**config.mk**
```make
export PLATFORM = sky130hd
export DESIGN_NAME = rf_port_arbiter
export DESIGN_NICKNAME = d
export VERILOG_FILES = /design/src/rtl/rf_port_arbiter_pkg.sv /design/src/rtl/rf_rr_pick2.sv /design/src/rtl/rf_port_arbiter.sv
export SDC_FILE = /design/constraint.sdc
export NUM_CORES = 1
export LEC_CHECK = 0
export BUFFER_PORTS_ARGS = -buffer_cell sky130_fd_sc_hd__buf_2
export CAP_MARGIN = 5
export CORE_AREA = 3 3 104 106
export CTS_BUF_LIST = sky130_fd_sc_hd__clkbuf_4 sky130_fd_sc_hd__clkbuf_8
export DETAILED_ROUTE_END_ITERATION = 7
export DIE_AREA = 0 0 107 109
export MAX_ROUTING_LAYER = met4
export PLACE_DENSITY = 0.71
export SLEW_MARGIN = 20
export SYNTH_ARGS = -nofsm -noshare
export SYNTH_HDL_FRONTEND = slang
export SYNTH_SLANG_ARGS = --single-unit
```
**constraint.sdc**
```tcl
create_clock -name CLK -period 2.9 [get_ports CLK]
set_input_delay 0.58 -clock CLK [delete_from_list [all_inputs] [get_ports CLK]]
set_output_delay 0.58 -clock CLK [all_outputs]
set_load 0.01 [all_outputs]
```
**src/rtl/rf_port_arbiter_pkg.sv**
```systemverilog
// ============================================================================
// Module      : rf_port_arbiter_pkg
// Description : Shared definitions for the register-file port arbiter:
//               op-type encodings, FSM state encoding and the data/address
//               widths of the 32x32 register file.
// Revision    : 1.0 - initial release
// ============================================================================
`default_nettype none

package rf_port_arbiter_pkg;

  // Widths follow the project-wide register file definitions.
  localparam int RF_DATA_WIDTH = 32;
  localparam int RF_ADDR_WIDTH = 5;

  // Per-client op type as carried on the WR inputs.
  localparam logic OP_READ  = 1'b0;
  localparam logic OP_WRITE = 1'b1;

  // Command-issue FSM.
  typedef enum logic [0:0] {
    IDLE  = 1'b0,
    ISSUE = 1'b1
  } arb_state_t;

endpackage

`default_nettype wire

```
**src/rtl/rf_rr_pick2.sv**
```systemverilog
// ============================================================================
// Module      : rf_rr_pick2
// Description : Combinational 2-way picker. A lone eligible client wins; on a
//               tie the client that did not win last time is chosen.
//               With RF_ARB_FIXED_PRIORITY_EN defined, client 0 always wins a
//               tie and the pointer is ignored.
// Ports       : eligible [1:0] - per-client eligibility
//               ptr            - index of the last granted client
//               winner   [1:0] - one-hot winner (0 when nobody is eligible)
// Revision    : 1.0 - initial release
// ============================================================================
`default_nettype none

module rf_rr_pick2
  import rf_port_arbiter_pkg::*;
(
  input  logic [1:0] eligible,
  input  logic       ptr,
  output logic [1:0] winner
);

`ifdef RF_ARB_FIXED_PRIORITY_EN
  // Pointer has no influence in fixed-priority builds.
  logic unused_ptr;
  assign unused_ptr = ptr;
`endif

  always_comb begin
    winner = 2'b00;
    case (eligible)
      2'b01: winner = 2'b01;
      2'b10: winner = 2'b10;
      2'b11: begin
`ifdef RF_ARB_FIXED_PRIORITY_EN
        winner = 2'b01;
`else
        // Last winner was client 1 -> client 0 now, and vice versa.
        winner = ptr ? 2'b01 : 2'b10;
`endif
      end
      default: winner = 2'b00;
    endcase
  end

endmodule

`default_nettype wire

```
**src/rtl/rf_port_arbiter.sv**
```systemverilog
// ============================================================================
// Module      : rf_port_arbiter
// Description : Shares the single command port of the 32x32 register file
//               between two clients. One command (read of two addresses, or
//               write of one address) is granted per cycle, round-robin.
//               RF command outputs come straight from registers; read data
//               returns one cycle after the grant with a one-hot RVALID.
//               Optional macro RF_ARB_FIXED_PRIORITY_EN: client 0 wins ties.
// Ports       : CLK, RST (async, active low)
//               REQ[1:0], WR[1:0]            - per-client request / op type
//               ADDR_A0/1, ADDR_B0/1, WDATA0/1 - per-client command fields
//               GNT[1:0], RVALID[1:0]        - one-hot grant / read valid
//               RDATA1, RDATA2               - read data (qualified by RVALID)
//               RF_READ, RF_WRITE, RF_ADDR_R1, RF_ADDR_R2, RF_ADDR_W,
//               RF_DATA_W                    - register file command
//               RF_DATA_R1, RF_DATA_R2       - register file read data
// Revision    : 1.0 - initial release
// ============================================================================
`default_nettype none

module rf_port_arbiter
  import rf_port_arbiter_pkg::*;
#(
  parameter int DATA_WIDTH = RF_DATA_WIDTH,
  parameter int ADDR_WIDTH = RF_ADDR_WIDTH
) (
  input  logic                  CLK,
  input  logic                  RST,
  input  logic [1:0]            REQ,
  input  logic [1:0]            WR,
  input  logic [ADDR_WIDTH-1:0] ADDR_A0,
  input  logic [ADDR_WIDTH-1:0] ADDR_A1,
  input  logic [ADDR_WIDTH-1:0] ADDR_B0,
  input  logic [ADDR_WIDTH-1:0] ADDR_B1,
  input  logic [DATA_WIDTH-1:0] WDATA0,
  input  logic [DATA_WIDTH-1:0] WDATA1,
  output logic [1:0]            GNT,
  output logic [1:0]            RVALID,
  output logic [DATA_WIDTH-1:0] RDATA1,
  output logic [DATA_WIDTH-1:0] RDATA2,
  output logic                  RF_READ,
  output logic                  RF_WRITE,
  output logic [ADDR_WIDTH-1:0] RF_ADDR_R1,
  output logic [ADDR_WIDTH-1:0] RF_ADDR_R2,
  output logic [ADDR_WIDTH-1:0] RF_ADDR_W,
  output logic [DATA_WIDTH-1:0] RF_DATA_W,
  input  logic [DATA_WIDTH-1:0] RF_DATA_R1,
  input  logic [DATA_WIDTH-1:0] RF_DATA_R2
);

  arb_state_t            state_q, state_d;
  logic                  issue;
  logic [1:0]            eligible;
  logic [1:0]            winner;
  logic                  win_idx;
  logic                  ptr_q;

  logic [1:0]            gnt_q;
  logic                  rd_q, wr_q;
  logic [ADDR_WIDTH-1:0] addr_r1_q, addr_r2_q, addr_w_q;
  logic [DATA_WIDTH-1:0] data_w_q;

  // Read-return tracker: set the cycle after a read issue, overlapping
  // whatever is issued next.
  logic                  resp_q;
  logic                  resp_client_q;

  logic                  sel_wr;
  logic [ADDR_WIDTH-1:0] sel_addr_a, sel_addr_b;
  logic [DATA_WIDTH-1:0] sel_wdata;

  // A client being acknowledged this cycle still has its REQ up; masking
  // with the current grant keeps it from being granted twice.
  assign eligible = REQ & ~gnt_q;

  rf_rr_pick2 u_pick (
    .eligible (eligible),
    .ptr      (ptr_q),
    .winner   (winner)
  );

  assign win_idx    = winner[1];
  assign sel_wr     = WR[win_idx];
  assign sel_addr_a = win_idx ? ADDR_A1 : ADDR_A0;
  assign sel_addr_b = win_idx ? ADDR_B1 : ADDR_B0;
  assign sel_wdata  = win_idx ? WDATA1  : WDATA0;

  // Next-state logic.
  always_comb begin
    state_d = state_q;
    issue   = 1'b0;
    case (state_q)
      IDLE: begin
        if (|eligible) begin
          state_d = ISSUE;
          issue   = 1'b1;
        end
      end
      ISSUE: begin
        if (|eligible) begin
          state_d = ISSUE;
          issue   = 1'b1;
        end else begin
          state_d = IDLE;
        end
      end
      default: state_d = IDLE;
    endcase
  end

  always_ff @(posedge CLK or negedge RST) begin
    if (!RST) begin
      state_q       <= IDLE;
      ptr_q         <= 1'b1;
      gnt_q         <= 2'b00;
      rd_q          <= 1'b0;
      wr_q          <= 1'b0;
      addr_r1_q     <= '0;
      addr_r2_q     <= '0;
      addr_w_q      <= '0;
      data_w_q      <= '0;
      resp_q        <= 1'b0;
      resp_client_q <= 1'b0;
    end else begin
      state_q       <= state_d;
      resp_q        <= rd_q;
      resp_client_q <= gnt_q[1];
      if (issue) begin
        gnt_q <= winner;
        ptr_q <= win_idx;
        rd_q  <= (sel_wr == OP_READ);
        wr_q  <= (sel_wr == OP_WRITE);
        if (sel_wr == OP_WRITE) begin
          addr_w_q <= sel_addr_a;
          data_w_q <= sel_wdata;
        end else begin
          addr_r1_q <= sel_addr_a;
          addr_r2_q <= sel_addr_b;
        end
      end else begin
        // Address/data registers deliberately hold their last values.
        gnt_q <= 2'b00;
        rd_q  <= 1'b0;
        wr_q  <= 1'b0;
      end
    end
  end

  assign GNT        = gnt_q;
  assign RF_READ    = rd_q;
  assign RF_WRITE   = wr_q;
  assign RF_ADDR_R1 = addr_r1_q;
  assign RF_ADDR_R2 = addr_r2_q;
  assign RF_ADDR_W  = addr_w_q;
  assign RF_DATA_W  = data_w_q;

  assign RVALID = resp_q ? (resp_client_q ? 2'b10 : 2'b01) : 2'b00;
  // Register file data passes straight through, forced to zero when no read
  // is returning so the outputs are quiet in reset and between reads.
  assign RDATA1 = resp_q ? RF_DATA_R1 : '0;
  assign RDATA2 = resp_q ? RF_DATA_R2 : '0;

endmodule

`default_nettype wire

```
==> results.md, run 1 <==
- Critical path capture point type: primary output
- Root buffer cell: clkbuf_8
- Final Cycle Share: 66.2%
- Flop pwr share: 42.7%
- Largest net degree at the start of global routing: 67
- Hold Buf Count CTS: 0
- Clk_skew: 0.0145 ns
- Yosys reg bits: 54
- Worst hold slack: 0.175 ns
- Comb power frac: 40.6%
- Number of global-route vias before repair: 2912
- Top_reg_cell synth: dfrtp_1
- GP Congestion: 0.784
- Layout Utilization: 44.4%
- Pre-CTS setup slack: 0.818 ns
- Dpl cells: 640
- Initial antenna violation count: 0
- Global route overflow: 0
- Tmin final: 1.92 ns
- H-tree Lvls: 2
- Status: completed
- DP HPWL: 8.25 mm
- Clock slew at reported path FFs: 0.10 ns
- Total CTS buffers: 5
- Initial Utilization: 28.9%
- Die Width: 107 µm
- Hold Fails Final Rpt: 0
- Fmax: 521 MHz
- Die height: 109 µm
- Setup bufs post-CTS: 0
- Hold Path Class: in2async
- Rel. slew slack: 52.5%
- Syn Area/Cell: 11.1 µm²
- Synth top area share: 46.6%
- Warnings, synthesis: 0
- P_leak: 2.24 nW
- Post-DRT Antenna Nets: 0
- Reg2Reg Launch Point: GNT[0]
- Maximum vdd drop: 365 µV
- Post-CTS sizing: 0
- P_sw: 912 µW
- Reg2Reg Capture Point: RF_DATA_W[8]
- # IOs: 271
- Core area: 0.00986 mm²
- Vias per cell: 4.68
- Critical path launch point: resp_q
- CTS max path bufs: 2
- Number of enable flip-flop cells after synthesis: 0
- WS Path Type: reg2out
- Via count: 3030
- Wire per inst: 15.5 µm
- Drt pass-1 iters: 7
- Share of cells above drive strength 1: 61.4%
- Final worst slack: 0.981 ns
- PwrDens: 603 mW/mm²
- Synth unique cells: 23
- Total wire length: 10.0 mm
- Residual DRC: 0
- Die ar.: 0.0117 mm²
- Worst-Skew Late Latency: 0.29 ns
- Filler cells: 949
- Ranking of synthesized cells by area: dfrtp_1, and2_1, o221a_2, or3_1, o221a_1
- Reg-to-reg slack, setup: 1.08 ns
- Largest area contributor in the netlist: dfrtp_1
- Ant diodes: 0
- Cell with the most instances after synthesis: and2_1
- Starting DRT DRC Count: 171
- Slew @ Worst Pin: 0.710 ns
- Commonest cells in the netlist: and2_1, dfrtp_1, or3_1
- Rows: 36
- GRT Util Overall: 15.9%
- Clock network fraction of total power: 16.7%
- First-pass GRT wire length: 14.5 mm
- Max-Cap Viols: 0
- Area of the mapped netlist: 0.00285 mm²
- Synth async-reset ratio: 100%
- R2R depth: 5
- Final setup viols: 0
- CTS sink cnt: 54
- CP Launch Type: flip-flop
- Slew Limit Fails: 0
- Sw Ratio: 34.5%
- Worst Path Max Fanout: 66
- Crit path DAT: 1.34 ns
- Mapped Cells: 257
- Syn_nets: 411
- CTS tree: yes
- Synth-to-layout area growth: 53.8%
- Setup_tns: 0 ns
- IO Port Bufs: 270
- RSZ-0062 raised after global routing: false
- Worst Path Required: 2.32 ns
- Layout Nets: 668
- Non-Filler Instances: 648
- Pint: 1.73 mW
- Seq/Total Area, Yosys: 47.5%
stage by stage:
step | power (mW) | area [µm²]
after CTS | 2.67 | 4380
final | 2.64 | 4380
after global placement | 2.20 | 4280
after detailed placement | 2.23 | 4280
after global routing | 2.81 | 4380
after floorplan | 1.71 | 2850
cell type report:
| class | instances | area, µm² | share of cell area [%] |
|---|---|---|---|
| sequential | 54 | 1350 | 30.9 |
| tap | 133 | 166 | 3.80 |
| timing repair buffer | 277 | 1400 | 32.0 |
| clock inverter | 1 | 8.76 | 0.200 |
| multi-input combinational | 175 | 1360 | 30.9 |
| clock buffer | 7 | 90.1 | 2.06 |
| inverter | 1 | 3.75 | 0.0857 |
registers in the layout, summed over array words and instances, names as in the netlist:
register	cells
GNT	2
RF_ADDR_R2	5
resp_q	1
ptr_q	1
resp_client_q	1
RF_DATA_W	32
RF_WRITE	1
RF_ADDR_W	5
RF_READ	1
RF_ADDR_R1	5
kinds of logic (layout without fill, tap and decap cells):
family                 Yosys count  count (layout)  share of synthesized area (%)
buffers and inverters           28             286                           4.92
and+or+nand+nor                125             125                           28.1
DFF                             54              54                           47.5
AOI/OAI and AO/OA               50              50                           19.5
worst max-delay path by stage:
stage	endpoint	slack [ns]	cells after the start
after global placement	RF_DATA_W[14]	0.86	6
after floorplan	RF_ADDR_W[0]	1.22	5
after detailed placement	RF_DATA_W[26]	0.82	6
after global routing	RDATA1[16]	0.86	3
final	RDATA2[8]	0.98	3
after CTS	RDATA1[16]	0.97	3
per-layer routing:
metal  global-route usage (%)  wire, µm  vias to the layer above
met3                     2.72       663                        8
li1                         -         -                     1466
met1                     18.9      3980                     1407
met2                     29.0      5310                      149
met4                     2.28        73                        0
met5                        -         0                        -
critical path, cell delays in order, from the launching register on:
cell     delay, ns
dfrtp_1       0.33
buf_4         0.36
and2_1        0.22
buf_2         0.15
placed cells by master (no fill, tap or decap):
master,instances
a21oi_1,1
o221a_1,20
o2bb2ai_2,1
dfstp_2,1
dfrtp_1,53
nand2_2,1
buf_4,7
or3_1,47
or3b_1,2
and2_1,65
nor2b_1,1
nand3b_1,1
clkbuf_4,1
inv_1,1
nor3b_1,3
nand2b_1,1
buf_2,270
or3b_4,1
inv_6,1
o221a_2,27
o22ai_1,1
clkbuf_8,6
nor2_1,1
and3b_1,2
power groups by stage:
stage | combinational [mW] | clock [mW] | sequential, mW
floorplan | 0.484 | 0 | 1.22
global placement | 1.06 | 0 | 1.14
detailed placement | 1.09 | 0 | 1.14
CTS | 1.09 | 0.452 | 1.13
global route | 1.17 | 0.480 | 1.16
finish | 1.07 | 0.440 | 1.13
(Power assumes the default switching activity.)
==> inputs of run 2 (changes only) <==
--- a/config.mk
+++ b/config.mk
@@ -7,12 +7,12 @@
 export LEC_CHECK = 0
 export BUFFER_PORTS_ARGS = -buffer_cell sky130_fd_sc_hd__buf_2
 export CAP_MARGIN = 5
-export CORE_AREA = 3 3 104 106
+export CORE_AREA = 3 3 105 107
 export CTS_BUF_LIST = sky130_fd_sc_hd__clkbuf_4 sky130_fd_sc_hd__clkbuf_8
 export DETAILED_ROUTE_END_ITERATION = 7
-export DIE_AREA = 0 0 107 109
+export DIE_AREA = 0 0 108 110
 export MAX_ROUTING_LAYER = met4
-export PLACE_DENSITY = 0.71
+export PLACE_DENSITY = 0.7
 export SLEW_MARGIN = 20
 export SYNTH_ARGS = -nofsm -noshare
 export SYNTH_HDL_FRONTEND = slang
==> constraint.sdc (replaced) <==
create_clock -name CLK -period 1.92 [get_ports CLK]
set_input_delay 0.384 -clock CLK [delete_from_list [all_inputs] [get_ports CLK]]
set_output_delay 0.384 -clock CLK [all_outputs]
set_load 0.01 [all_outputs]
==> run 2 against run 1 <==
Combinational power rose by 54%. First-iteration DRC count is 8.2% higher. Clock skew decreased by 0.0063 ns. Critical endpoint is now RDATA2[13]. Highest routed layer unchanged.
==> results.md, run 2 (synthesis gave the netlist of run 1 again) <==
- Wire per inst: 17.8 µm (+15%)
- Rows: 37 (+2.8%)
- Post-CTS sizing: 0 (unchanged)
- PwrDens: 910 mW/mm² (+51%)
- Detailed-routed wire length on met3: 868 µm (+31%)
- Die ar.: 0.0119 mm² (+1.9%)
- CTS sink cnt: 54 (unchanged)
- Slew @ Worst Pin: 0.512 ns (-0.197 ns)
- R2R depth: 4 (-1)
- Post-DRT Antenna Nets: 0 (unchanged)
- Critical path capture point type: primary output
- Worst Path Required: 1.54 ns (-0.78 ns)
- Final setup viols: 0 (unchanged)
- Top Metal Used: met4
- Worst Path Max Fanout: 66 (unchanged)
- Crit path DAT: 1.40 ns (+0.06 ns)
- Die height: 110 µm (+0.92%)
- Fmax: 561 MHz
- Max reg flops: 32 (unchanged)
- RSZ-0062 raised after global routing: false
- Core area: 0.0102 mm² (+3.7%)
- Via count: 3076 (+1.5%)
- Maximum vdd drop: 608 µV (+67%)
- Starting DRT DRC Count: 185 (+8.2%)
- Number of global-route vias before repair: 2986 (+2.5%)
- Final worst slack: 0.137 ns (-0.844 ns)
- Setup bufs post-CTS: 0 (unchanged)
- Initial antenna violation count: 1 (+1)
- DP HPWL: 9.49 mm (+15%)
- IO Port Bufs: 270 (unchanged)
- Total CTS buffers: 5 (unchanged)
- GRT Util Overall: 18.2% (+2.3 points)
- H-tree Lvls: 2 (unchanged)
- Die Width: 108 µm (+0.93%)
- Drt pass-1 iters: 4 (-3)
- Clock slew at reported path FFs: 0.09 ns (about the same)
- # IOs: 271 (unchanged)
- CTS max path bufs: 2 (unchanged)
- Hold Buf Count CTS: 0 (unchanged)
- Max-Cap Viols: 0 (unchanged)
- Hold Path Class: in2async
- Root buffer cell: clkbuf_8
- Tmin final: 1.78 ns
- Most common cell after layout, fill and taps aside: buf_2
- Initial Utilization: 27.8% (-1.0 points)
- GP Congestion: 0.831 (+6.0%)
- Residual DRC: 0 (unchanged)
- Pre-CTS setup slack: 0.163 ns (-0.654 ns)
- Status: completed
- CTS tree: yes
- First-pass GRT wire length: 16.0 mm (+11%)
- Met2 Wirelength: 6.60 mm (+24%)
- Vias per cell: 4.70 (+0.59%)
- Slew Limit Fails: 0 (unchanged)
- Non-Filler Instances: 654 (+0.93%)
- Layout Nets: 670 (+0.30%)
- M1 wire length: 4.08 mm (+2.6%)
- CP Launch Type: flip-flop
- P_leak: 2.26 nW (+0.81%)
- Total wire length: 11.6 mm (+16%)
- Global route overflow: 0 (unchanged)
- Setup_tns: 0 ns (unchanged)
- Synth-to-layout area growth: 55.3%
- Hold Fails Final Rpt: 0 (unchanged)
- Clk_skew: 0.00816 ns (-0.00629 ns)
- Worst-Skew Late Latency: 0.30 ns (about the same)
- Largest net degree at the start of global routing: 67 (unchanged)
- Most frequent cells in the layout: buf_2, and2_1, dfrtp_1
- WS Path Type: reg2out
- Share of cells above drive strength 1: 61.5% (+0.15 points)
- Dpl cells: 645 (+0.78%)
- Final Cycle Share: 92.9%
- Rel. slew slack: 65.6% (+13 points)
- Layout Utilization: 43.2% (-1.2 points)
run 2: worst paths after layout:
check / startpoint / to / slack, ns
setup / recovery: resp_q / RDATA2[13] / 0.14
hold / removal: RST / GNT[0] / 0.02
setup reg to reg: GNT[1] / RF_DATA_W[18] / 0.19
hold reg to reg: RF_READ / resp_q / 0.38
max in group asynchronous: RST / RF_DATA_W[23] / 1.26
min in group CLK: WDATA0[9] / RF_DATA_W[9] / 0.35
run 2: worst max-delay path, cell delays in order (launching register included):
cell and delay (ns):
dfrtp_1 0.33, buf_4 0.37, and2_1 0.25, buf_2 0.15
run 2: routing by layer:
metal,global-route usage (%),up-vias
met4,3.07,0
met1,18.9,1466
met2,35.7,134
met3,3.79,7
li1,-,1469
met5,-,-
run 2: area by class of cell:
type,count,area [µm²]
multi-input cells,175,1360
inverters,1,3.75
flip-flops and latches,54,1350
well taps,136,170
fillers,993,5810
clock buffers,7,90.1
repair buffers,279,1440
clock inverters,1,5.00
diodes,1,2.50
run 2: report_power, final:
group          total, mW  internal, mW  switching [mW]
Sequential          1.71          1.48           0.226
Combinational       1.65         0.834           0.819
Clock              0.660         0.306           0.354
run 2: stage by stage:
step / area, µm² / power (mW) / hold WS, ns
after floorplan: 2850 / 2.58 / 0.0884
after global placement: 4330 / 3.37 / 0.356
after detailed placement: 4330 / 3.40 / 0.361
after CTS: 4420 / 4.07 / 0.0412
after global routing: 4420 / 4.28 / 0.0555
final: 4420 / 4.02 / 0.0230
